<file path="src/rtl/div_unit.sv">
// ============================================================================
// Module   : div_unit
// Brief    : Iterative restoring RV32M divider (DIV/DIVU/REM/REMU) that writes
//            its result straight into the register file.
// Revision : 1.0 - initial release
// ============================================================================
`default_nettype none

module div_unit #(
    parameter int DATA_WIDTH = 32
) (
    input  logic                  clk,
    input  logic                  rst_n,
    input  logic                  start,
    input  logic [1:0]            op,
    input  logic [DATA_WIDTH-1:0] rs1_data,
    input  logic [DATA_WIDTH-1:0] rs2_data,
    input  logic [4:0]            rd_in,
    output logic                  busy,
    output logic                  done,
    output logic                  wr_en,
    output logic [4:0]            wr_addr,
    output logic [DATA_WIDTH-1:0] wr_data
);

    localparam int CNT_W = $clog2(DATA_WIDTH);
    localparam logic [DATA_WIDTH-1:0] c_min_neg = {1'b1, {(DATA_WIDTH-1){1'b0}}};

    typedef enum logic [1:0] {
        IDLE = 2'd0,
        CALC = 2'd1,
        DONE = 2'd2
    } state_t;

    state_t r_state, w_state_nx;

    logic [DATA_WIDTH-1:0] r_rem, r_quo, r_dvsr;
    logic [CNT_W-1:0]      r_cnt;
    logic                  r_op_rem, r_neg_q, r_neg_r;

    // Operand decode at acceptance
    logic                  w_signed, w_s1_neg, w_s2_neg, w_div0, w_ovf, w_special;
    logic [DATA_WIDTH-1:0] w_a_mag, w_b_mag, w_spec_res;

    assign w_signed   = ~op[0];
    assign w_s1_neg   = w_signed & rs1_data[DATA_WIDTH-1];
    assign w_s2_neg   = w_signed & rs2_data[DATA_WIDTH-1];
    assign w_a_mag    = w_s1_neg ? (~rs1_data + 1'b1) : rs1_data;
    assign w_b_mag    = w_s2_neg ? (~rs2_data + 1'b1) : rs2_data;
    assign w_div0     = (rs2_data == '0);
    assign w_ovf      = w_signed && (rs1_data == c_min_neg) && (rs2_data == '1);
    assign w_special  = w_div0 | w_ovf;
    assign w_spec_res = w_div0 ? (op[1] ? rs1_data : '1)
                               : (op[1] ? '0 : c_min_neg);

    // One restoring step: the remainder never exceeds the divisor, so only the
    // extra trial bit is needed to detect a borrow.
    logic [DATA_WIDTH:0]   w_rem_sh, w_trial;
    logic                  w_take;
    logic [DATA_WIDTH-1:0] w_rem_nx, w_quo_nx, w_q_fin, w_r_fin, w_calc_res;

    assign w_rem_sh   = {r_rem, r_quo[DATA_WIDTH-1]};
    assign w_trial    = w_rem_sh - {1'b0, r_dvsr};
    assign w_take     = ~w_trial[DATA_WIDTH];
    assign w_rem_nx   = w_take ? w_trial[DATA_WIDTH-1:0] : w_rem_sh[DATA_WIDTH-1:0];
    assign w_quo_nx   = {r_quo[DATA_WIDTH-2:0], w_take};
    assign w_q_fin    = r_neg_q ? (~w_quo_nx + 1'b1) : w_quo_nx;
    assign w_r_fin    = r_neg_r ? (~w_rem_nx + 1'b1) : w_rem_nx;
    assign w_calc_res = r_op_rem ? w_r_fin : w_q_fin;

    always_ff @(posedge clk or negedge rst_n) begin
        if (!rst_n) r_state <= IDLE;
        else        r_state <= w_state_nx;
    end

    always_comb begin
        w_state_nx = r_state;
        case (r_state)
            IDLE:    if (start) w_state_nx = w_special ? DONE : CALC;
            CALC:    if (r_cnt == '0) w_state_nx = DONE;
            DONE:    w_state_nx = IDLE;
            default: w_state_nx = IDLE;
        endcase
    end

    always_ff @(posedge clk or negedge rst_n) begin
        if (!rst_n) begin
            r_rem    <= '0;
            r_quo    <= '0;
            r_dvsr   <= '0;
            r_cnt    <= '0;
            r_op_rem <= 1'b0;
            r_neg_q  <= 1'b0;
            r_neg_r  <= 1'b0;
            busy     <= 1'b0;
            done     <= 1'b0;
            wr_en    <= 1'b0;
            wr_addr  <= '0;
            wr_data  <= '0;
        end else begin
            done  <= 1'b0;
            wr_en <= 1'b0;
            case (r_state)
                IDLE: begin
                    if (start) begin
                        r_op_rem <= op[1];
                        wr_addr  <= rd_in;
                        r_rem    <= '0;
                        r_quo    <= w_a_mag;
                        r_dvsr   <= w_b_mag;
                        r_neg_q  <= w_s1_neg ^ w_s2_neg;
                        r_neg_r  <= w_s1_neg;
                        busy     <= 1'b1;
                        if (w_special) begin
                            wr_data <= w_spec_res;
                            done    <= 1'b1;
                            wr_en   <= (rd_in != 5'd0);
                        end else begin
                            r_cnt <= CNT_W'(DATA_WIDTH - 1);
                        end
                    end
                end
                CALC: begin
                    r_rem <= w_rem_nx;
                    r_quo <= w_quo_nx;
                    if (r_cnt == '0) begin
                        wr_data <= w_calc_res;
                        done    <= 1'b1;
                        wr_en   <= (wr_addr != 5'd0);
                    end else begin
                        r_cnt <= r_cnt - CNT_W'(1);
                    end
                end
                DONE:    busy <= 1'b0;
                default: busy <= 1'b0;
            endcase
        end
    end

endmodule

`default_nettype wire

</file>
<file path="config.mk">
export PLATFORM = sky130hd
export DESIGN_NAME = div_unit
export DESIGN_NICKNAME = d
export VERILOG_FILES = /design/src/rtl/div_unit.sv
export SDC_FILE = /design/constraint.sdc
export NUM_CORES = 1
export LEC_CHECK = 0
export BUFFER_PORTS_ARGS = -buffer_cell sky130_fd_sc_hd__buf_4
export CAP_MARGIN = 20
export CORE_MARGIN = 3
export CORE_UTILIZATION = 35
export CTS_CLUSTER_SIZE = 12
export DETAILED_ROUTE_END_ITERATION = 8
export PLACE_DENSITY_LB_ADDON = 0.12
export SYNTH_ARGS = -nofsm -noshare
export SYNTH_HDL_FRONTEND = slang
export SYNTH_SLANG_ARGS = --single-unit
</file>
<file path="constraint.sdc">
create_clock -name clk -period 12.9 [get_ports clk]
set_clock_uncertainty 0.1 [all_clocks]
set_input_delay 1.29 -clock clk [delete_from_list [all_inputs] [get_ports clk]]
set_output_delay 1.29 -clock clk [all_outputs]
set_load 0.02 [all_outputs]
</file>
# Word level (Yosys, flattened, before mapping)
# Index checks and enable logic that the tools add are counted.
# Widths: inputs -> output; s select.
[totals]
ff_bits = 146
inputBits = 74
word_cells = 87
[classes]
addsub = 6
n_eq_ne = 8
mux = 35
bitwise_logic = 11
reduce_logical = 14
[op_table]
columns = ["cell", "count"]
rows = [
  ["$mux 32", 14],
  ["$pmux 32 s2", 3],
  ["$add 32x1->32 const B", 4],
  ["$not 32->32", 4],
  ["$eq 32x32->1 const B", 2],
  ["$sub 33x32->33", 1],
  ["$logic_not 32->1", 1],
  ["$mux 5", 3],
  ["$ne 2x2->1 const B", 5],
  ["$pmux 5 s2", 1],
  ["$reduce_bool 5->1", 2],
  ["$reduce_and 2->1", 4],
  ["$reduce_and 4->1", 2],
  ["$mux 1", 7],
  ["$mux 2", 3],
  ["$pmux 1 s2", 3],
  ["$logic_not 5->1", 1],
  ["$sub 5x1->5 const B", 1],
  ["$pmux 2 s2", 1],
  ["$not 1->1", 3],
  ["$and 1x1->1", 2],
  ["$eq 2x1->1 const B", 1],
  ["$logic_and 1x1->1", 2],
  ["$logic_not 2->1", 1],
  ["3 further kinds", 3],
]

# Longest topological paths before layout
# Gate-level depths: netlist of the first run.
[depth]
word_depth = 8
depth_mapped = 23
ltp_nobuf = 21

# Worst setup path before layout of the first run
# Ideal clock, no wire load.
[synth_timing]
path_type = "register -> register"
start = "register r_quo[31]"
end = "register wr_data[28]"
setup_time_ns = 0.133
t_arrival_ns = 4.631
required_time_ns = 12.667
slack_ns = 8.036
path_stages_with_launch = 24
path_buffers = 2
path_cell_list = "dfrtp_1 > inv_1 > ha_1 > fa_1 > nand2b_2 > a211oi_4 > o211a_1 > o211a_1 > o31a_4 > nor2_4 > inv_2 > buf_6 > clkbuf_1 > nor2_1 > a21oi_1 > ha_1 > nand2b_1 > nor4_1 > mux2i_1 > nor4b_4 > nand4_1 > mux2i_1 > a211oi_1 > o22ai_1"
[synth_between]
elab_chain_len = 8
elab_cells_between_ends = 12
[synth_rtl]
columns = ["element", "line_no", "source"]
rows = [
  ["start: declaration", "37", "logic [DATA_WIDTH-1:0] r_rem, r_quo, r_dvsr;"],
  ["start signal: assignment", "109", "r_quo <= w_a_mag;"],
  ["start signal: assignment", "125", "r_quo <= w_quo_nx;"],
  ["$sub 33x32->33", "63", "assign w_trial = w_rem_sh - {1'b0, r_dvsr};"],
  ["$mux 32 / $not 1->1 (equally long branches)", "65, 64", ""],
  ["$not 32->32 (on tied branches)", "68, 67", ""],
  ["$add 32x1->32 (on tied branches)", "68, 67", ""],
  ["$mux 32 (on tied branches)", "68, 67", ""],
  ["$mux 32 *", "69", "assign w_calc_res = r_op_rem ? w_r_fin : w_q_fin;"],
  ["$mux 32 *", "126", "if (r_cnt == '0) begin"],
  ["$pmux 32 s2 *", "103", "case (r_state)"],
  ["end signal: assignment", "115", "wr_data <= w_spec_res;"],
  ["end signal: assignment", "127", "wr_data <= w_calc_res;"],
  ["end: declaration", "23", "output logic [DATA_WIDTH-1:0] wr_data"],
]
# Mark *: on every way between the ends. The rest lies on a longest branch, timed or not. The select of a mux whose other input is x is not followed.
# A chain may end at the register's enable or synchronous reset.

# Final worst setup path of the first run
# Ends and elaborated chain as after synthesis.

==> results.txt, run 1 <==
----------------------------------------------------
[Die]
  Area of the core ... roughly 33000 sq um
  Vertical die dimension ... between 150 and 200 um
  Die Outline Area ... 35500 sq um
  Initial cell density of the core ... 0.357
  Site row count ... 66
  Top-level I/O count ... 114
  Die X-Extent ... around 190 um

[Logic synthesis]
  Multiplexer fraction of the synthesized cell area ... 0.0269
  Post-synth design cell area ... 11600 sq um
  Ys async rst share ... 1.00
  Synthesized instance count ... 1467
  Number of synthesized register bits ... 146
  Synthesized net count ... 1580
  Adder and majority cell fraction of the synthesized area ... 0.0426
  Yosys cell types ... 87
  Register area share after synthesis ... 0.314
  Number of warning messages in the yosys log ... 0
  Post-Synth XOR/XNOR Area ... 0.105
  Average cell area after synthesis ... 7.93 sq um
  Combinational family with the most area after synthesis ... compound AO/OA/AOI/OAI gates
  Cell accounting for the most synthesized area ... sky130_fd_sc_hd__dfrtp_1
  Synth Area in Simple Gates ... 0.205
  Count of flip-flops with a built-in enable after synthesis ... 0
  Area contributors post-synth ... sky130_fd_sc_hd__dfrtp_1, sky130_fd_sc_hd__o21ai_0, sky130_fd_sc_hd__xnor2_1
  Area share of the leading cell type in the synthesized netlist ... 0.314
  Commonest register cell after synthesis ... sky130_fd_sc_hd__dfrtp_1
  Fraction of the mapped netlist area in compound gates ... 0.257

[STA]
  # setup viols final ... 0
  Min Tclk post-route ... around 5.7 ns
  RSZ-0062 raised after global routing ... no
  Slew at the pin closest to its max-slew limit ... 0.983 ns
  Relative slew slack ... 0.345
  Minimum hold slack ... 0.380 ns
  Setup_tns ... 0 ns
  Number of pins with negative max-slew slack in the final report ... 0
  Max Freq ... 0.175 GHz
  Final hold violation count ... 0
  Period utilisation layout ... 0.443

[GRT]
  First-pass GRT wire length ... ~62000 um
  Maximum number of pins on one net before global-route repair ... 95
  Number of antenna violations at the first check in global routing ... 1
  Number of global-route vias before repair ... ~11k
  GRT Total Usage ... 0.220
  Grt ovf ... 0

[Cells and area]
  Fillers ... 3378
  Final net count ... 1642
  Highest-count cells in the layout ignoring fill and taps ... sky130_fd_sc_hd__o21ai_0, sky130_fd_sc_hd__nand2_1, sky130_fd_sc_hd__dfrtp_1
  Number of antenna diodes ... 0
  Post-route core utilization ... 0.412
  Area added between synthesis and finish ... 15.6%
  Most common cell after layout, fill and taps aside ... sky130_fd_sc_hd__o21ai_0
  Fraction of layout cells with a size suffix above 1 ... 0.126

[Drt]
  DRT iter0 DRCs ... 988
  Vias per cell ... 5.64
  Number of vias in the routed layout ... 11.2k
  Count of unresolved DRC violations after routing ... 0
  Number of nets with antenna violations after routing ... 0
  Initial DRT Pass Iterations ... 6
  Average routed wire per standard cell ... 19.7 um
  Post-Route WL ... 39100 um

[Place]
  Weighted congestion at the end of routability-driven global placement ... 0.871
  HPWL after DPL ... between 20000 and 30000 um
  Input/output buffers ... 113

[Critical path]
  R2R Setup Slk ... between 7 and 8 ns
  Critical path launch point type ... flop
  R2r startpoint ... r_quo[31]
  Termination of the worst setup path ... wr_data[28]
  Worst EP required ... 13.13 ns
  Setup CP Type ... flop to flop
  R2r endpoint ... wr_data[28]
  Kind of capture point of the worst setup path ... flop
  Launch point of the worst path ... r_quo[31]
  CP Max Fanout ... 38
  R2R cell count ... 21
  Arrival time of the worst setup path ... 5.94 ns

[Clock network]
  Clock transition time at the flip-flop clock pins of the worst setup and hold paths ... 0.07 ns
  Number of clock buffers inserted by TritonCTS ... 17
  Master cell of the clock root buffer ... sky130_fd_sc_hd__clkbuf_16
  TritonCTS clock tree ... built
  Clock sink count ... 146
  # H-tree levels ... 4
  Clock latency at the later pin of the worst-skew pair ... 0.45 ns
  Number of buffers between clock root and the deepest sink ... 2
  Cells resized by post-CTS repair ... 0
  Buffers inserted during post-CTS setup optimization ... 0
  Hold buffer count at CTS ... 0

[Status]
  Outcome ... completed

[Run]
  Max-cap check violation count ... 0

[Hold path]
  Worst min-delay path category ... flop to flop

----------------------------------------------------
## layout make-up
cell class / count / area (sq um) / share of cell area
multi-input combinational: 1175 / 7430 / 0.553
sequential: 146 / 3650 / 0.272
timing repair buffer: 127 / 957 / 0.0712
tap: 442 / 553 / 0.0411
clock buffer: 19 / 443 / 0.0329
inverter: 62 / 233 / 0.0173
clock inverter: 13 / 175 / 0.0130
## how the worst min path moves through the flow
stage                           start  cells after the start           to  slack [ns]
final                      r_dvsr[26]                      2   r_dvsr[26]        0.38
after global routing      wr_data[12]                      2  wr_data[12]        0.40
after detailed placement   r_dvsr[26]                      2   r_dvsr[26]        0.37
after global placement      r_dvsr[2]                      2    r_dvsr[2]        0.36
after CTS                  r_dvsr[26]                      2   r_dvsr[26]        0.38
after floorplan            r_dvsr[10]                      2   r_dvsr[10]        0.35
## sequential cells by signal, summed over array words and instances, names as in the netlist
name	flops
r_neg_q	1
done	1
wr_data	32
r_cnt	5
r_state	2
r_dvsr	32
r_rem	32
wr_addr	5
r_op_rem	1
wr_en	1
r_quo	32
busy	1
r_neg_r	1
## metrics by stage
stage,instances,cell area [sq um],setup slack (ns)
2_1_floorplan,1467,11600,8.04
3_3_place_gp,1952,12800,7.43
3_5_place_dp,1952,12800,7.29
4_1_cts,1984,13400,7.26
5_1_grt,1984,13400,6.68
6_report,1984,13400,7.19
## synth_stat cells (4+ instances only)
cell                        instances
sky130_fd_sc_hd__nor4_1            13
sky130_fd_sc_hd__nor3_1            35
sky130_fd_sc_hd__o41ai_1           11
sky130_fd_sc_hd__and2_1            12
sky130_fd_sc_hd__inv_1             59
sky130_fd_sc_hd__a41o_1             4
sky130_fd_sc_hd__mux2i_1           29
sky130_fd_sc_hd__a211o_1            4
sky130_fd_sc_hd__nand3_1           46
sky130_fd_sc_hd__nor2_1           113
sky130_fd_sc_hd__or4_1             16
sky130_fd_sc_hd__o31ai_1           24
sky130_fd_sc_hd__or3_1              7
sky130_fd_sc_hd__nor2b_1            6
sky130_fd_sc_hd__a31oi_1           21
sky130_fd_sc_hd__buf_2             11
sky130_fd_sc_hd__o21ai_1           18
sky130_fd_sc_hd__o21ai_0          179
sky130_fd_sc_hd__clkbuf_1          68
sky130_fd_sc_hd__a22oi_1           31
sky130_fd_sc_hd__o2111ai_1          5
sky130_fd_sc_hd__a221oi_1           6
sky130_fd_sc_hd__ha_1              38
sky130_fd_sc_hd__or2_2              4
sky130_fd_sc_hd__and3_1             7
sky130_fd_sc_hd__a21o_1            12
sky130_fd_sc_hd__nand3b_1           4
sky130_fd_sc_hd__nand2_1          165
sky130_fd_sc_hd__xnor2_1           88
sky130_fd_sc_hd__xor2_1            52
sky130_fd_sc_hd__a21oi_1           89
sky130_fd_sc_hd__a41oi_1            5
sky130_fd_sc_hd__dfrtp_1          146
sky130_fd_sc_hd__nand4_1           24
sky130_fd_sc_hd__nand2b_1          13
sky130_fd_sc_hd__a211oi_1           7
sky130_fd_sc_hd__o211ai_1          14
sky130_fd_sc_hd__o31a_1             7
sky130_fd_sc_hd__o21a_1             5
## cell families after synthesis
family / Yosys count
xor+xnor: 140
compound gates: 477
fa+ha+maj: 39
simple gates: 488
flops: 146
buf+inv: 146
mux: 31
## layer usage
metal / track usage / vias up / wire length, um
met5: 0 / - / 13
met4: 0.0682 / 2 / 798
met3: 0.0355 / 52 / 1800
met2: 0.359 / 310 / 18500
met1: 0.301 / 5389 / 18000
li1: - / 5437 / -
## critical path, stage by stage, from the launching register on
cell                       delay (ns)
sky130_fd_sc_hd__dfrtp_1         0.43
sky130_fd_sc_hd__inv_1           0.11
sky130_fd_sc_hd__ha_1            0.25
sky130_fd_sc_hd__fa_1            0.40
sky130_fd_sc_hd__nand2b_2        0.22
sky130_fd_sc_hd__a211oi_4        0.29
sky130_fd_sc_hd__o211a_1         0.27
sky130_fd_sc_hd__o211a_1         0.27
sky130_fd_sc_hd__o31a_4          0.21
sky130_fd_sc_hd__nor2_4          0.05
sky130_fd_sc_hd__inv_2           0.48
sky130_fd_sc_hd__nor2_1          0.08
sky130_fd_sc_hd__a21oi_1         0.27
sky130_fd_sc_hd__ha_1            0.29
sky130_fd_sc_hd__nand2b_1        0.10
sky130_fd_sc_hd__nor4_1          0.38
sky130_fd_sc_hd__mux2i_1         0.28
sky130_fd_sc_hd__nor4b_4         0.43
sky130_fd_sc_hd__nand4_1         0.17
sky130_fd_sc_hd__mux2i_1         0.15
sky130_fd_sc_hd__a211oi_1        0.27
sky130_fd_sc_hd__o22ai_1         0.09
Power of run 1 is not shown: default switching activity piles up to over one toggle a cycle in this logic, so the estimate is an artifact.
==> run 2: changes to the inputs <==
==> constraint.sdc (replaced) <==
create_clock -name clk -period 5.6 [get_ports clk]
set_clock_uncertainty 0.1 [all_clocks]
set_input_delay 0.56 -clock clk [delete_from_list [all_inputs] [get_ports clk]]
set_output_delay 0.56 -clock clk [all_outputs]
set_load 0.02 [all_outputs]
==> results.txt, run 2 (synthesized netlist as in run 1, its figures left out) <==
----------------------------------------------------
[Clock network]
  Number of clock buffers inserted by TritonCTS ... 17 (unchanged)
  Clock sink count ... 146 (unchanged)
  # H-tree levels ... 4 (unchanged)
  Number of buffers between clock root and the deepest sink ... 2 (unchanged)
  TritonCTS clock tree ... built (unchanged)
  Clock transition time at the flip-flop clock pins of the worst setup and hold paths ... 0.07 ns (about the same)
  Clock latency at the later pin of the worst-skew pair ... 0.45 ns (about the same)
  Master cell of the clock root buffer ... sky130_fd_sc_hd__clkbuf_16 (unchanged)

[STA]
  RSZ-0062 raised after global routing ... no (unchanged)
  Min Tclk post-route ... 5.16 ns (was 5.71 ns)
  # setup viols final ... 0 (unchanged)
  Number of pins with negative max-slew slack in the final report ... 0 (unchanged)
  Slew at the pin closest to its max-slew limit ... 1.04 ns (was 0.983 ns)
  Setup_tns ... 0 ns (unchanged)
  Max Freq ... 0.194 GHz (was 0.175 GHz)
  Period utilisation layout ... 0.922 (was 0.443)
  Final hold violation count ... 0 (unchanged)
  Relative slew slack ... 0.309 (was 0.345)

[Critical path]
  Kind of capture point of the worst setup path ... flop (unchanged)
  Setup CP Type ... flop to flop (unchanged)
  Launch point of the worst path ... r_quo[31] (unchanged)
  Cell breakdown of the critical path ... inv_1, ha_1, fa_1, nand2b_2, a211oi_4, o211a_1, o211a_1, o31a_4, nor2_4, inv_2, nor2_1, a21oi_1, ha_1, nand2b_1, nor4_2, mux2i_2, nor4b_4, buf_4, nand4_1, mux2i_1, a211oi_1, o22ai_1 (was inv_1, ha_1, fa_1, nand2b_2, a211oi_4, o211a_1, o211a_1, o31a_4, nor2_4, inv_2, nor2_1, a21oi_1, ha_1, nand2b_1, nor4_1, mux2i_1, nor4b_4, nand4_1, mux2i_1, a211oi_1, o22ai_1)
  R2r startpoint ... r_quo[31] (unchanged)
  Delay of the slowest critical-path stage ... 0.43 ns (was 0.48 ns)
  Arrival time of the worst setup path ... 5.40 ns (was 5.94 ns)
  Standard cell with the maximum stage delay on the critical path ... sky130_fd_sc_hd__dfrtp_1 (was sky130_fd_sc_hd__inv_2)
  Worst EP required ... 5.83 ns (was 13.13 ns)
  CP Max Fanout ... 7 (was 38)
  Critical path launch point type ... flop (unchanged)

[GRT]
  Maximum number of pins on one net before global-route repair ... 106 (was 95)
  First-pass GRT wire length ... 62000 um (was 62300 um)
  GRT Total Usage ... 0.219 (was 0.220)
  Grt ovf ... 0 (unchanged)
  Number of global-route vias before repair ... 10.9k (about the same)
  Number of antenna violations at the first check in global routing ... 1 (unchanged)

[Die]
  Vertical die dimension ... 188 um (unchanged)
  Site row count ... 66 (unchanged)
  Die X-Extent ... 188 um (unchanged)
  Initial cell density of the core ... 0.357 (unchanged)
  Die Outline Area ... 35500 sq um (unchanged)
  Area of the core ... 32600 sq um (unchanged)
  Top-level I/O count ... 114 (unchanged)

[Place]
  Input/output buffers ... 113 (unchanged)
  Number of cells after detailed placement ... 1960 (was 1952)
  HPWL after DPL ... 28900 um (was 29000 um)
  Weighted congestion at the end of routability-driven global placement ... 0.879 (was 0.871)

[Drt]
  Post-Route WL ... 39400 um (was 39100 um)
  Vias per cell ... 5.66 (was 5.64)
  Average routed wire per standard cell ... 19.7 um (about the same)
  Initial DRT Pass Iterations ... 5 (was 6)
  Number of nets with antenna violations after routing ... 0 (unchanged)
  Count of unresolved DRC violations after routing ... 0 (unchanged)
  DRT iter0 DRCs ... 973 (was 988)
  Number of vias in the routed layout ... 11.3k (was 11.2k)

[Hold path]
  Startpoint of the most critical hold path ... rd_in[3] (was r_dvsr[26])
  Worst min-delay path category ... input port to flop (was flop to flop)

[Cells and area]
  Area added between synthesis and finish ... 16.5% (was 15.6%)
  Fraction of layout cells with a size suffix above 1 ... 0.132 (was 0.126)
  Number of antenna diodes ... 0 (unchanged)
  Highest-count cells in the layout ignoring fill and taps ... sky130_fd_sc_hd__o21ai_0, sky130_fd_sc_hd__nand2_1, sky130_fd_sc_hd__dfrtp_1 (unchanged)
  Final non-filler cell total ... 1997 (was 1984)
  Most common cell after layout, fill and taps aside ... sky130_fd_sc_hd__o21ai_0 (unchanged)
  Final net count ... 1655 (was 1642)

[Run]
  Max-cap check violation count ... 0 (unchanged)

[Status]
  Outcome ... completed (unchanged)

----------------------------------------------------
[run 2: cell count changes in the layout (fill, tap and decap cells not counted), sizes merged]
cell         delta
dlygate4sd3     +1
clkbuf          +1
clkinvlp        -1
inv             -3
buf            +12
clkinv          +3
[run 2: final cells by class]
type | instances | area [sq um]
multi-input cells | 1175 | 7440
inverters | 62 | 233
fillers | 3345 | 19100
well taps | 442 | 553
flip-flops and latches | 146 | 3650
clock inverters | 12 | 158
repair buffers | 140 | 1080
clock buffers | 20 | 437
[run 2: repair_timing]
item,in CTS,in global routing
endpoints found under the hold margin,0,24
setup buffers,0,2
resized for setup,0,2
hold buffers,0,1
setup endpoints to repair,0,2
[run 2: worst paths after layout]
check                                    to  slack [ns]  cells past startpoint
min in group asynchronous         r_dvsr[5]        0.45                      2
worst min-delay path             wr_addr[3]        0.21                      3
worst min register to register   r_dvsr[14]        0.38                      2
worst max-delay path            wr_data[28]        0.44                     22
max in group asynchronous        r_dvsr[27]        3.60                      4
worst max register to register  wr_data[28]        0.44                     22
[run 2: worst max-delay path, delay by kind of cell (launching register included)]
family | cells | cell delay (ns)
AOI/OAI and AO/OA | 7 | 1.62
and+or+nand+nor | 7 | 1.16
adders and majority gates | 3 | 0.98
muxes | 2 | 0.36
buffers and inverters | 3 | 0.36
DFF | 1 | 0.43
[run 2: metal layers]
metal	wire length [um]	share of wire	vias to the layer above	GRT usage
li1	-	-	5457	-
met1	18500	0.47	5493	0.303
met2	18400	0.47	308	0.357
met3	1680	0.043	46	0.0339
met4	835	0.021	2	0.0636
met5	11	0.00028	-	0
[run 2: stage by stage]
step / utilization / cell area (sq um) / hold slack (ns) / setup WS (ns)
floorplan: - / 11600 / 0.164 / 0.736
global placement: 0.395 / 12900 / 0.366 / 0.549
detailed placement: 0.395 / 12900 / 0.372 / 0.371
CTS: 0.413 / 13500 / 0.185 / 0.332
global route: 0.416 / 13600 / 0.206 / 0.0392
finish: 0.416 / 13600 / 0.207 / 0.435
Power of run 2 is left out for the same reason.
